<file path="src/rtl/linebuf_scheduler.sv">
// linebuf_scheduler: time-slots one single-port line RAM between PPU pixel writes and VGA scan reads,
// ping-pongs two 256-pixel banks per PPU line and pulses vga_sync to lock the VGA frame to the PPU frame.
module linebuf_scheduler #(
    parameter int FIFO_DEPTH = 4,
    parameter bit RESYNC_EN  = 1'b1
) (
    input  logic        clk,
    input  logic        rst_n,
    input  logic        ppu_frame_start,
    input  logic        ppu_line_start,
    input  logic        ppu_pixel_valid,
    input  logic [14:0] ppu_pixel,
    input  logic [9:0]  vga_next_x,
    input  logic [9:0]  vga_vcounter,
    output logic        vga_sync,
    output logic [14:0] vga_pixel,
    output logic [8:0]  mem_addr,
    output logic        mem_we,
    output logic [14:0] mem_wdata,
    input  logic [14:0] mem_rdata,
    output logic        overflow,
    output logic [7:0]  resync_count
);
    localparam int AW = $clog2(FIFO_DEPTH);
    typedef enum logic [1:0] {IDLE, PULSE, RUN} state_t;
    state_t state, state_nx;
    logic [23:0] fifo [FIFO_DEPTH];
    logic [23:0] head;
    logic [AW-1:0] wr_ptr, rd_ptr;
    logic [AW:0] count;
    logic [8:0] wr_x, cur_x, last_addr;
    logic [14:0] hold;
    logic wr_bank, rd_bank, cur_bank, rdv;
    logic wr_slot, full, pop, take, push, drop;
    logic unused;
    assign unused = vga_next_x[9];
    assign wr_slot = vga_next_x[0];
    assign full = count == (AW+1)'(FIFO_DEPTH);
    assign pop = wr_slot && count != '0;
    // A line start takes effect for a pixel arriving in the same cycle.
    assign cur_bank = ppu_line_start ? ~wr_bank : wr_bank;
    assign cur_x = ppu_line_start ? 9'd0 : wr_x;
    assign take = ppu_pixel_valid && !cur_x[8];
    assign push = take && (!full || pop);
    assign drop = take && full && !pop;
    assign head = fifo[rd_ptr];
    assign mem_we = pop;
    assign mem_wdata = pop ? head[14:0] : '0;
    assign mem_addr = !rst_n ? '0 : !wr_slot ? {rd_bank, vga_next_x[8:1]} : pop ? head[23:15] : last_addr;
    assign vga_pixel = rdv ? mem_rdata : hold;
    assign vga_sync = state == PULSE;
    always_ff @(posedge clk)
        if (push) fifo[wr_ptr] <= {cur_bank, cur_x[7:0], ppu_pixel};
    always_ff @(posedge clk or negedge rst_n) begin
        if (!rst_n) begin
            wr_ptr <= '0;
            rd_ptr <= '0;
            count <= '0;
            wr_x <= '0;
            wr_bank <= 1'b0;
            rd_bank <= 1'b1;
            overflow <= 1'b0;
            last_addr <= '0;
            rdv <= 1'b0;
            hold <= '0;
            state <= IDLE;
            resync_count <= '0;
        end else begin
            if (push) wr_ptr <= wr_ptr + AW'(1);
            if (pop) rd_ptr <= rd_ptr + AW'(1);
            count <= count + (AW+1)'(push) - (AW+1)'(pop);
            if (ppu_line_start) begin
                rd_bank <= wr_bank;
                wr_bank <= ~wr_bank;
            end
            wr_x <= cur_x + 9'(take);
            if (drop) overflow <= 1'b1;
            last_addr <= mem_addr;
            rdv <= !wr_slot;
            if (rdv) hold <= mem_rdata;
            state <= state_nx;
            if (state == PULSE && resync_count != 8'hFF) resync_count <= resync_count + 8'd1;
        end
    end
    // A frame start during the driver's vblank is treated as already locked.
    always_comb begin
        state_nx = state;
        if (state == PULSE) state_nx = RUN;
        else if (ppu_frame_start && (state == IDLE || (RESYNC_EN && vga_vcounter < 10'd480))) state_nx = PULSE;
    end
endmodule

</file>
<file path="config.mk">
export PLATFORM = sky130hd
export DESIGN_NAME = linebuf_scheduler
export DESIGN_NICKNAME = d
export VERILOG_FILES = /design/src/rtl/linebuf_scheduler.sv
export SDC_FILE = /design/constraint.sdc
export NUM_CORES = 1
export LEC_CHECK = 0
export CAP_MARGIN = 20
export CORE_UTILIZATION = 30
export CTS_BUF_LIST = sky130_fd_sc_hd__clkbuf_4
export DETAILED_ROUTE_END_ITERATION = 10
export GPL_TIMING_DRIVEN = 1
export PLACE_DENSITY = 0.58
export SYNTH_ARGS = -nofsm -noshare
export SYNTH_HDL_FRONTEND = slang
export SYNTH_SLANG_ARGS = --single-unit
</file>
<file path="constraint.sdc">
create_clock -name clk -period 2.5 [get_ports clk]
set_input_delay 0.25 -clock clk [delete_from_list [all_inputs] [get_ports clk]]
set_output_delay 0.25 -clock clk [all_outputs]
set_load 0.005 [all_outputs]
</file>
* Yosys cells after proc, flatten, opt, wreduce, memory -nomap -nowiden
Memory sizes are Yosys's and may differ from the RTL's. Cells that the tools add are included.
Storage, ports and cells: ROM bits 0, output and inout bits 50, bits in latches 0, register bits after elaboration 54, memory bits (writable) 96, logic and storage cells 51, memories 1, input port bits 55
Memories:
- fifo | words 4, width 24, read ports 1, clocked after memory_dff 0, wr ports 1, RTL line 27 | logic [23:0] fifo [FIFO_DEPTH];
Operators by class: shifts and indexed selects 0, equal/unequal tests 3, $add $sub $neg 6, reduce and logical (&&, ||, !) cells 16, muxes and demuxes 11, divide/modulo/power cells 0, multipliers 0, bitwise gates (word level) 1, $lt $le $gt $ge 1
Operators with widths (count):
- 9-bit 2-to-1 mux | 4
- 15-bit 2-to-1 mux | 2
- 10-bit by 9-bit less-than comparator with 1-bit output, second input constant | 1
- 9-bit by 1-bit adder with 9-bit output | 1
- 8-bit by 1-bit adder with 8-bit output, second input constant | 1
- 8-bit inequality test, second input constant | 1
- 1-bit logical AND | 7
- 2-bit by 1-bit adder with 2-bit output, second input constant | 2
- 1-bit zero test | 4
- 2-bit 2-to-1 mux | 2
- 3-bit by 1-bit adder with 3-bit output | 1
- 3-bit equality test, second input constant | 1
- 1-bit 2-to-1 mux | 3
- 3-bit nonzero test | 1
- 3-bit by 1-bit subtractor with 3-bit output | 1
- 2-bit by 1-bit equality test with 1-bit output, second input constant | 1
- 2-bit zero test | 1
- 1-bit logical OR | 2
- 2-bit nonzero test | 1
- 1-bit inverter | 1

* Depth between registers and ports, before layout
Gate-level depths: netlist of run 1.
depth after elaboration 6, mapped depth 12, mapped depth without buffers 11

* Worst setup path before layout of run 1
Ideal clock, no wire load.
path type register to register, start point reg count[2], end point reg count[2], period minus slack after synthesis 2305 ps, setup slack 195 ps, setup time 125 ps, stages on the path, launching flop included 12, buffers on the path 1, arrival 2181 ps, path through dfrtp_1 > or3_1 > buf_2 > nand2_1 > inv_1 > ha_1 > inv_1 > ha_1 > inv_1 > fa_1 > xnor2_1 > xnor2_1
Between the ends: longest elaborated chain between the ends 6
RTL lines:
- start, declared | RTL line 30 | logic [AW:0] count;
- start signal, assigned | RTL line 71 | count <= count + (AW+1)'(push) - (AW+1)'(pop);
- 3-bit nonzero test (*) | RTL line 39 | assign pop = wr_slot && count != '0;
- 1-bit logical AND (*) | RTL line 39
- via mem_we | RTL line 18 | output logic mem_we,
- 1-bit logical OR | RTL line 44 | assign push = take && (!full || pop);
- 1-bit logical AND | RTL line 44
- 3-bit by 1-bit adder with 3-bit output | RTL line 71
- 3-bit by 1-bit subtractor with 3-bit output (*) | RTL line 71
The timed path passes the listed nets; every way through them passes the cells marked *. A chain may end at the register's enable or synchronous reset.

* Worst setup path in the final report of run 1
start point reg rd_ptr[0], end point out mem_wdata[10]
Between the ends: longest elaborated chain between the ends 2
RTL lines:
- start, declared | RTL line 29 | logic [AW-1:0] wr_ptr, rd_ptr;
- start signal, assigned | RTL line 70 | if (pop) rd_ptr <= rd_ptr + AW'(1);
- memory 4 x 24 bit
- 15-bit 2-to-1 mux | RTL line 48 | assign mem_wdata = pop ? head[14:0] : '0;
- end, declared | RTL line 19 | output logic [14:0] mem_wdata,
Every way passes these cells.

==> results of run 1 <==
-- worst register-to-register path: stages, from the launching register on --
cell and delay (ns):
dfrtp_1 0.41, or3_1 0.42, nand2_1 0.12, inv_1 0.06, ha_1 0.28, inv_1 0.05
ha_1 0.13, inv_1 0.05, fa_1 0.38, xnor2_1 0.23, xnor2_1 0.16
-- power by group --
group / internal, W / switching [W] / total [W]
clock: 0.000833 / 0.000857 / 0.00169
combinational: 0.00154 / 0.00123 / 0.00277
sequential: 0.00321 / 0.000203 / 0.00341
total: 0.00558 / 0.00229 / 0.00787
-- stage by stage --
step | setup TNS (ns) | hold slack (ns) | setup slack [ns] | total power, W
6_report | 0 | 0.179 | 0.0832 | 0.00787
4_1_cts | -0.341 | 0.130 | -0.0768 | 0.00801
2_1_floorplan | 0 | -0.0456 | 0.195 | 0.00481
3_5_place_dp | -0.0766 | 0.242 | -0.0766 | 0.00584
5_1_grt | -0.0948 | 0.146 | -0.0456 | 0.00835
3_3_place_gp | -0.0160 | 0.233 | -0.0160 | 0.00577
-- cell families (layout without fill, tap and decap cells) --
group / after synthesis / count (layout) / synth area share [%]
buffers and inverters: 26 / 183 / 2.40
AOI/OAI and AO/OA: 41 / 41 / 3.74
adders and majority gates: 10 / 10 / 2.18
muxes: 44 / 44 / 13.3
xor gates and xnor gates: 14 / 14 / 2.01
other: 0 / 1 / 0
and+or+nand+nor: 70 / 70 / 6.78
DFF: 150 / 150 / 69.6
-- layout make-up --
class	instances	area (um^2)	share of cell area, %
tap	265	332	4.14
inverter	9	33.8	0.421
clock inverter	12	176	2.20
antenna	1	2.50	0.0312
timing repair buffer	142	1330	16.6
sequential	150	4240	52.9
multi-input combinational	179	1750	21.9
clock buffer	20	150	1.87
-- per-layer routing --
layer / global-route usage, % / part of all wire, % / vias to the layer above
met5: 0 / 0 / -
met4: 5.65 / 1.6 / 0
met3: 3.87 / 4.5 / 10
met2: 22.8 / 50 / 90
met1: 16.5 / 44 / 1797
li1: - / - / 1643
-- worst max path at each step --
stage	start	endpoint	slack, ns
6_report	rd_ptr[0]	mem_wdata[10]	0.08
5_1_grt	rd_ptr[0]	mem_wdata[10]	-0.05
4_1_cts	rd_ptr[0]	mem_addr[4]	-0.08
3_5_place_dp	ppu_line_start	count[2]	-0.08
3_3_place_gp	ppu_line_start	count[2]	-0.02
2_1_floorplan	count[2]	count[2]	0.19
-- flip-flops by register name, indices dropped and copies added (netlist names) --
signal        cells
state             2
count             3
rd_bank           1
wr_bank           1
last_addr         9
rd_ptr            2
wr_ptr            2
rdv               1
overflow          1
fifo             96
resync_count      8
hold             15
wr_x              9
-- synth_stat cells (7+ instances only) --
library cell  count
a21oi_1          24
and3_1           21
buf_2             7
clkbuf_1          7
dfrtp_1          53
edfxtp_1         96
ha_1              9
inv_1             9
mux2_2           18
mux4_1           11
mux4_2           13
nand2_1          15
nor2b_1           7
o21ai_0           9
xnor2_1           8
-- timing repair --
item,4_1_cts,5_1_grt
endpoints found under the setup margin,24,35
hold endpoints to repair,13,0
gates cloned,2,0
setup buffers,16,0
resized for setup,80,31
pin swaps,10,4
hold buffers,1,0
==> impl_metrics.py, run 1 <==
metrics = {
    "critical_path": {
        "cpPeakStageDelay_ns": 0.45,
        "path_class": "reg -> out",
        "required_ns": 2.25,
        "slowest_stage": "dfrtp_2",
        "r2r_slack_ns": 0.16,
        "path_buf_inv": 4,
        "rr_worst_depth": 10,
        "cp_data_arrival_time_ns": 2.17,
        "worstReg2RegEnd": "count[2]",
        "crit_chain": "buf_4 > buf_6 > buf_16 > mux4_2 > and3_4 > clkdlybuf4s15_1",
        "r2r-start": "count[2]",
        "crit_fanout": 5,
        "startpoint_type": "flip-flop",
        "crit_family": "buffers and inverters",
        "cp_num_cells": 6,
        "crit_path_end_kind": "output pin",
    },
    "final_layout": {
        "drive_gt1_share_pct": 32.4,
        "fillerInstances": 1838,
        "final_core_util_pct": 40.8,
        "design_area_mm2": 0.00802,
        "layoutNonFillerInstCount": 778,
        "area_delta_synth_final_pct": 31.6,
        "final_cell_mix": "96 x edfxtp_1, 73 x clkdlybuf4s50_1, 50 x dfrtp_1, 34 x buf_4, 23 x mux4_2",
        "layout_commonest_cell": "edfxtp_1",
        "nNetsFinal": 564,
    },
    "yosys": {
        "yosys_warnings": 0,
        "netlist_area_mm2": 0.00609,
        "synth_top_area_share_pct": 47.3,
        "synthTopCellsByArea": "edfxtp_1 47%, dfrtp_1 22%, mux4_2 4.8%, mux4_1 4.7%, mux2_2 3.3%",
        "ys.flop_type": "edfxtp_1",
        "ys_types": 42,
        "synth-edff-count": 96,
        "avgSynthCellArea_um2": 17.2,
        "syn_inst": 355,
        "synth-seq-area-share_pct": 69.6,
        "synth_area_leader_cell": "edfxtp_1",
        "async_reset_ff_share_pct": 36.0,
        "syn-num-nets": 420,
        "ys_ff_latch": 150,
    },
    "drt": {
        "avgRoutedWirePerCell_um": 16.9,
        "via_count": 3540,
        "drt_first_pass_iters": 4,
        "drtAntennaViolNets": 0,
        "drt_iter0_markers": 132,
        "vias_per_cell": 4.55,
        "drt-total-wl_mm": 13.1,
        "drc_errors": 0,
    },
    "sta": {
        "fin_crit_sh_pct": 96.7,
        "rsz0062_at_grt": "yes",
        "period_needed_ns": 2.42,
        "setup_viol": 0,
        "hold_viol": 0,
        "fin_skew_ns": 0.0221,
        "max_freq_mhz": 414,
        "drv_slew": 0,
        "relSlewSlack_pct": 67.8,
        "tightestPinTransition_ns": 0.484,
    },
    "power": {
        "pwr_density_cell_mw_per_mm2": 982,
        "p_leak_nw": 3.09,
        "peakVddDrop_uv": 442,
    },
    "global_route": {
        "grt_pass1_vias": 3734,
        "grt_first_pass_wirelength_mm": 20.5,
        "antenna_found_initial": 1,
        "grt_overflow": 0,
        "grt_use_total_pct": 13.6,
        "grt_max_degree": 27,
    },
    "die": {
        "die_w_um": 144,
        "die_h_um": 144,
        "start_util_pct": 31.0,
        "fp.coreArea_mm2": 0.0197,
        "io_pins": 105,
        "num_rows": 51,
        "dieArea_mm2": 0.0209,
    },
    "clock_network": {
        "clockBufferDepth": 2,
        "ctsHtreeMaxLevel": 4,
        "cts-root-buf": "clkbuf_4",
        "cts_sinks": 150,
        "cts_tree": "done",
        "clk_latency_ns": 0.55,
        "cts_buffers": 17,
        "clk_pin_slew_ns": 0.13,
    },
    "place": {
        "dp_cells": 728,
        "place_congestion": 0.704,
        "port_buffers": 98,
        "hpwlAfterDp_mm": 8.50,
        "place_area_mm2": 0.00749,
    },
    "run": {
        "max_cap_violations": 0,
    },
    "run_status": {
        "status": "finished clean",
    },
    "worst_hold_path": {
        "min_path_type": "in -> async",
    },
}
Power figures use the tool's default switching activity.
==> inputs of run 2 (changes only) <==
Settings changed: PLACE_DENSITY 0.58 to 0.59.
==> impl_metrics.py, run 2 (same netlist as run 1, synthesis figures left out) <==
metrics = {
    "run_status": {
        "status": "finished clean",
    },
    "final_layout": {
        "nNetsFinal": 562,
        "design_area_mm2": 0.00793,
        "largest_register_ffs": 96,
        "top_register": "fifo",
        "drive_gt1_share_pct": 29.4,
        "area_delta_synth_final_pct": 30.3,
        "reg.largest.list": "fifo x96, hold x15",
        "diodes": 0,
        "layout_commonest_cell": "edfxtp_1",
        "fillerInstances": 1877,
        "final_cell_mix": "96 x edfxtp_1, 73 x clkdlybuf4s50_1, 48 x dfrtp_1, 32 x buf_4",
    },
    "sta": {
        "setup_viol": 0,
        "rsz0062_at_grt": "yes",
        "tightestPinTransition_ns": 0.447,
        "fin_crit_sh_pct": 95.9,
        "relSlewSlack_pct": 70.2,
        "fin_skew_ns": 0.0191,
        "period_needed_ns": 2.40,
        "setup_tns_ns": 0,
        "max_freq_mhz": 417,
        "hold_viol": 0,
        "drv_slew": 0,
    },
    "place": {
        "hpwlAfterDp_mm": 8.38,
        "port_buffers": 98,
        "place_congestion": 0.696,
        "place_area_mm2": 0.00748,
    },
    "die": {
        "dieArea_mm2": 0.0209,
        "die_w_um": 144,
        "io_pins": 105,
        "die_h_um": 144,
        "start_util_pct": 31.0,
        "num_rows": 51,
        "fp.coreArea_mm2": 0.0197,
    },
    "drt": {
        "vias_per_cell": 4.54,
        "drt_iter0_markers": 119,
        "avgRoutedWirePerCell_um": 16.2,
        "drt-total-wl_mm": 12.6,
        "via_count": 3518,
        "drc_errors": 0,
        "drtAntennaViolNets": 0,
        "drt_first_pass_iters": 4,
    },
    "power": {
        "power_frac_seq_pct": 46.4,
        "power_switching_w": 0.00230,
        "power_w": 0.00742,
        "clkPwrFrac_pct": 18.0,
        "internal_power_w": 0.00513,
        "sw_frac_of_total_pct": 30.9,
        "pwr_density_cell_mw_per_mm2": 936,
        "peakVddDrop_uv": 356,
        "p_leak_nw": 3.11,
        "power_frac_comb_pct": 35.6,
    },
    "critical_path": {
        "cpPeakStageDelay_ns": 0.47,
        "crit_fanout": 4,
        "crit_chain": "or3_4 > nand2_1 > inv_1 > ha_1 > inv_1 > ha_1 > inv_1 > fa_1 > xnor2_2 > xnor2_1",
        "cpMostUsedCell": "inv_1",
        "path_buf_inv": 3,
        "slowest_stage": "dfrtp_2",
        "path_class": "reg -> reg",
        "crit_family": "adder cells",
        "startpoint_type": "flip-flop",
        "crit_path_end_kind": "flip-flop",
        "required_ns": 2.96,
        "cp_data_arrival_time_ns": 2.85,
    },
    "clock_network": {
        "ctsHtreeMaxLevel": 4,
        "cts_buffers": 17,
        "clk_pin_slew_ns": 0.14,
        "cts-root-buf": "clkbuf_4",
        "cts_sinks": 150,
        "cts_tree": "done",
        "clk_latency_ns": 0.55,
        "clockBufferDepth": 2,
    },
    "global_route": {
        "grt_max_degree": 34,
        "grt_overflow": 0,
        "grt_pass1_vias": 3673,
        "antenna_found_initial": 0,
        "grt_use_total_pct": 13.0,
        "grt_first_pass_wirelength_mm": 19.6,
    },
    "worst_hold_path": {
        "min_path_type": "in -> async",
    },
    "run": {
        "max_cap_violations": 0,
    },
}
-- run 2: through the flow --
stage,hold slack [ns],instances,utilization [%],setup WS (ns)
final,0.116,775,40.4,0.103
after global routing,0.0840,775,40.4,-0.0262
after CTS,0.0764,768,39.9,-0.182
after floorplan,-0.0456,355,-,0.195
after detailed placement,0.186,726,38.1,-0.103
after global placement,0.177,726,38.1,0.00702
-- run 2: cell type report --
type | count | area [um^2] | share of cell area (%)
clock buffer | 17 | 128 | 1.61
clock inverter | 15 | 120 | 1.51
inverter | 9 | 33.8 | 0.426
multi-input combinational | 179 | 1740 | 22.0
sequential | 150 | 4240 | 53.5
tap | 265 | 332 | 4.18
timing repair buffer | 140 | 1340 | 16.9
-- run 2: path summary, 6_finish.rpt --
kind | slack [ns] | depth (start not counted) | endpoint | from
worst min register to register | 0.48 | 1 | overflow | overflow
max in group asynchronous | 1.58 | 3 | rdv | rst_n
worst min-delay path | 0.12 | 2 | last_addr[5] | rst_n
min in group clk | 0.31 | 3 | last_addr[1] | vga_next_x[2]
worst max register to register | 0.10 | 10 | count[2] | count[0]
worst max-delay path | 0.10 | 10 | count[2] | count[0]
-- run 2: per-layer routing --
layer / track usage, % / vias to the layer above / wire [um]
li1: - / 1639 / -
met1: 15.5 / 1762 / 5420
met2: 22.0 / 101 / 6160
met3: 3.71 / 16 / 782
met4: 5.15 / 0 / 215
met5: 0 / - / 0
-- run 2: worst register-to-register path: cells and delay by family, from the launching register on --
kind                     cells  cell delay, ns
adder cells (fa/ha/maj)      3            0.84
AND/OR/NAND/NOR              2            0.53
flip-flops                   1            0.47
buffers and inverters        3            0.18
XOR/XNOR                     2            0.29
-- run 2: timing repair --
action,4_1_cts,5_1_grt
hold buffers,1,0
buffers inserted,9,8
setup endpoints to repair,24,34
resized for setup,51,40
endpoints found under the hold margin,21,0
pin swaps,4,4
-- run 2: power by group through the flow --
stage               clock network (W)  logic [W]  registers, W
CTS                           0.00140    0.00253       0.00344
detailed placement                  0    0.00234       0.00351
global placement                    0    0.00231       0.00348
floorplan                           0    0.00139       0.00342
finish                        0.00133    0.00264       0.00345
global route                  0.00150    0.00292       0.00351
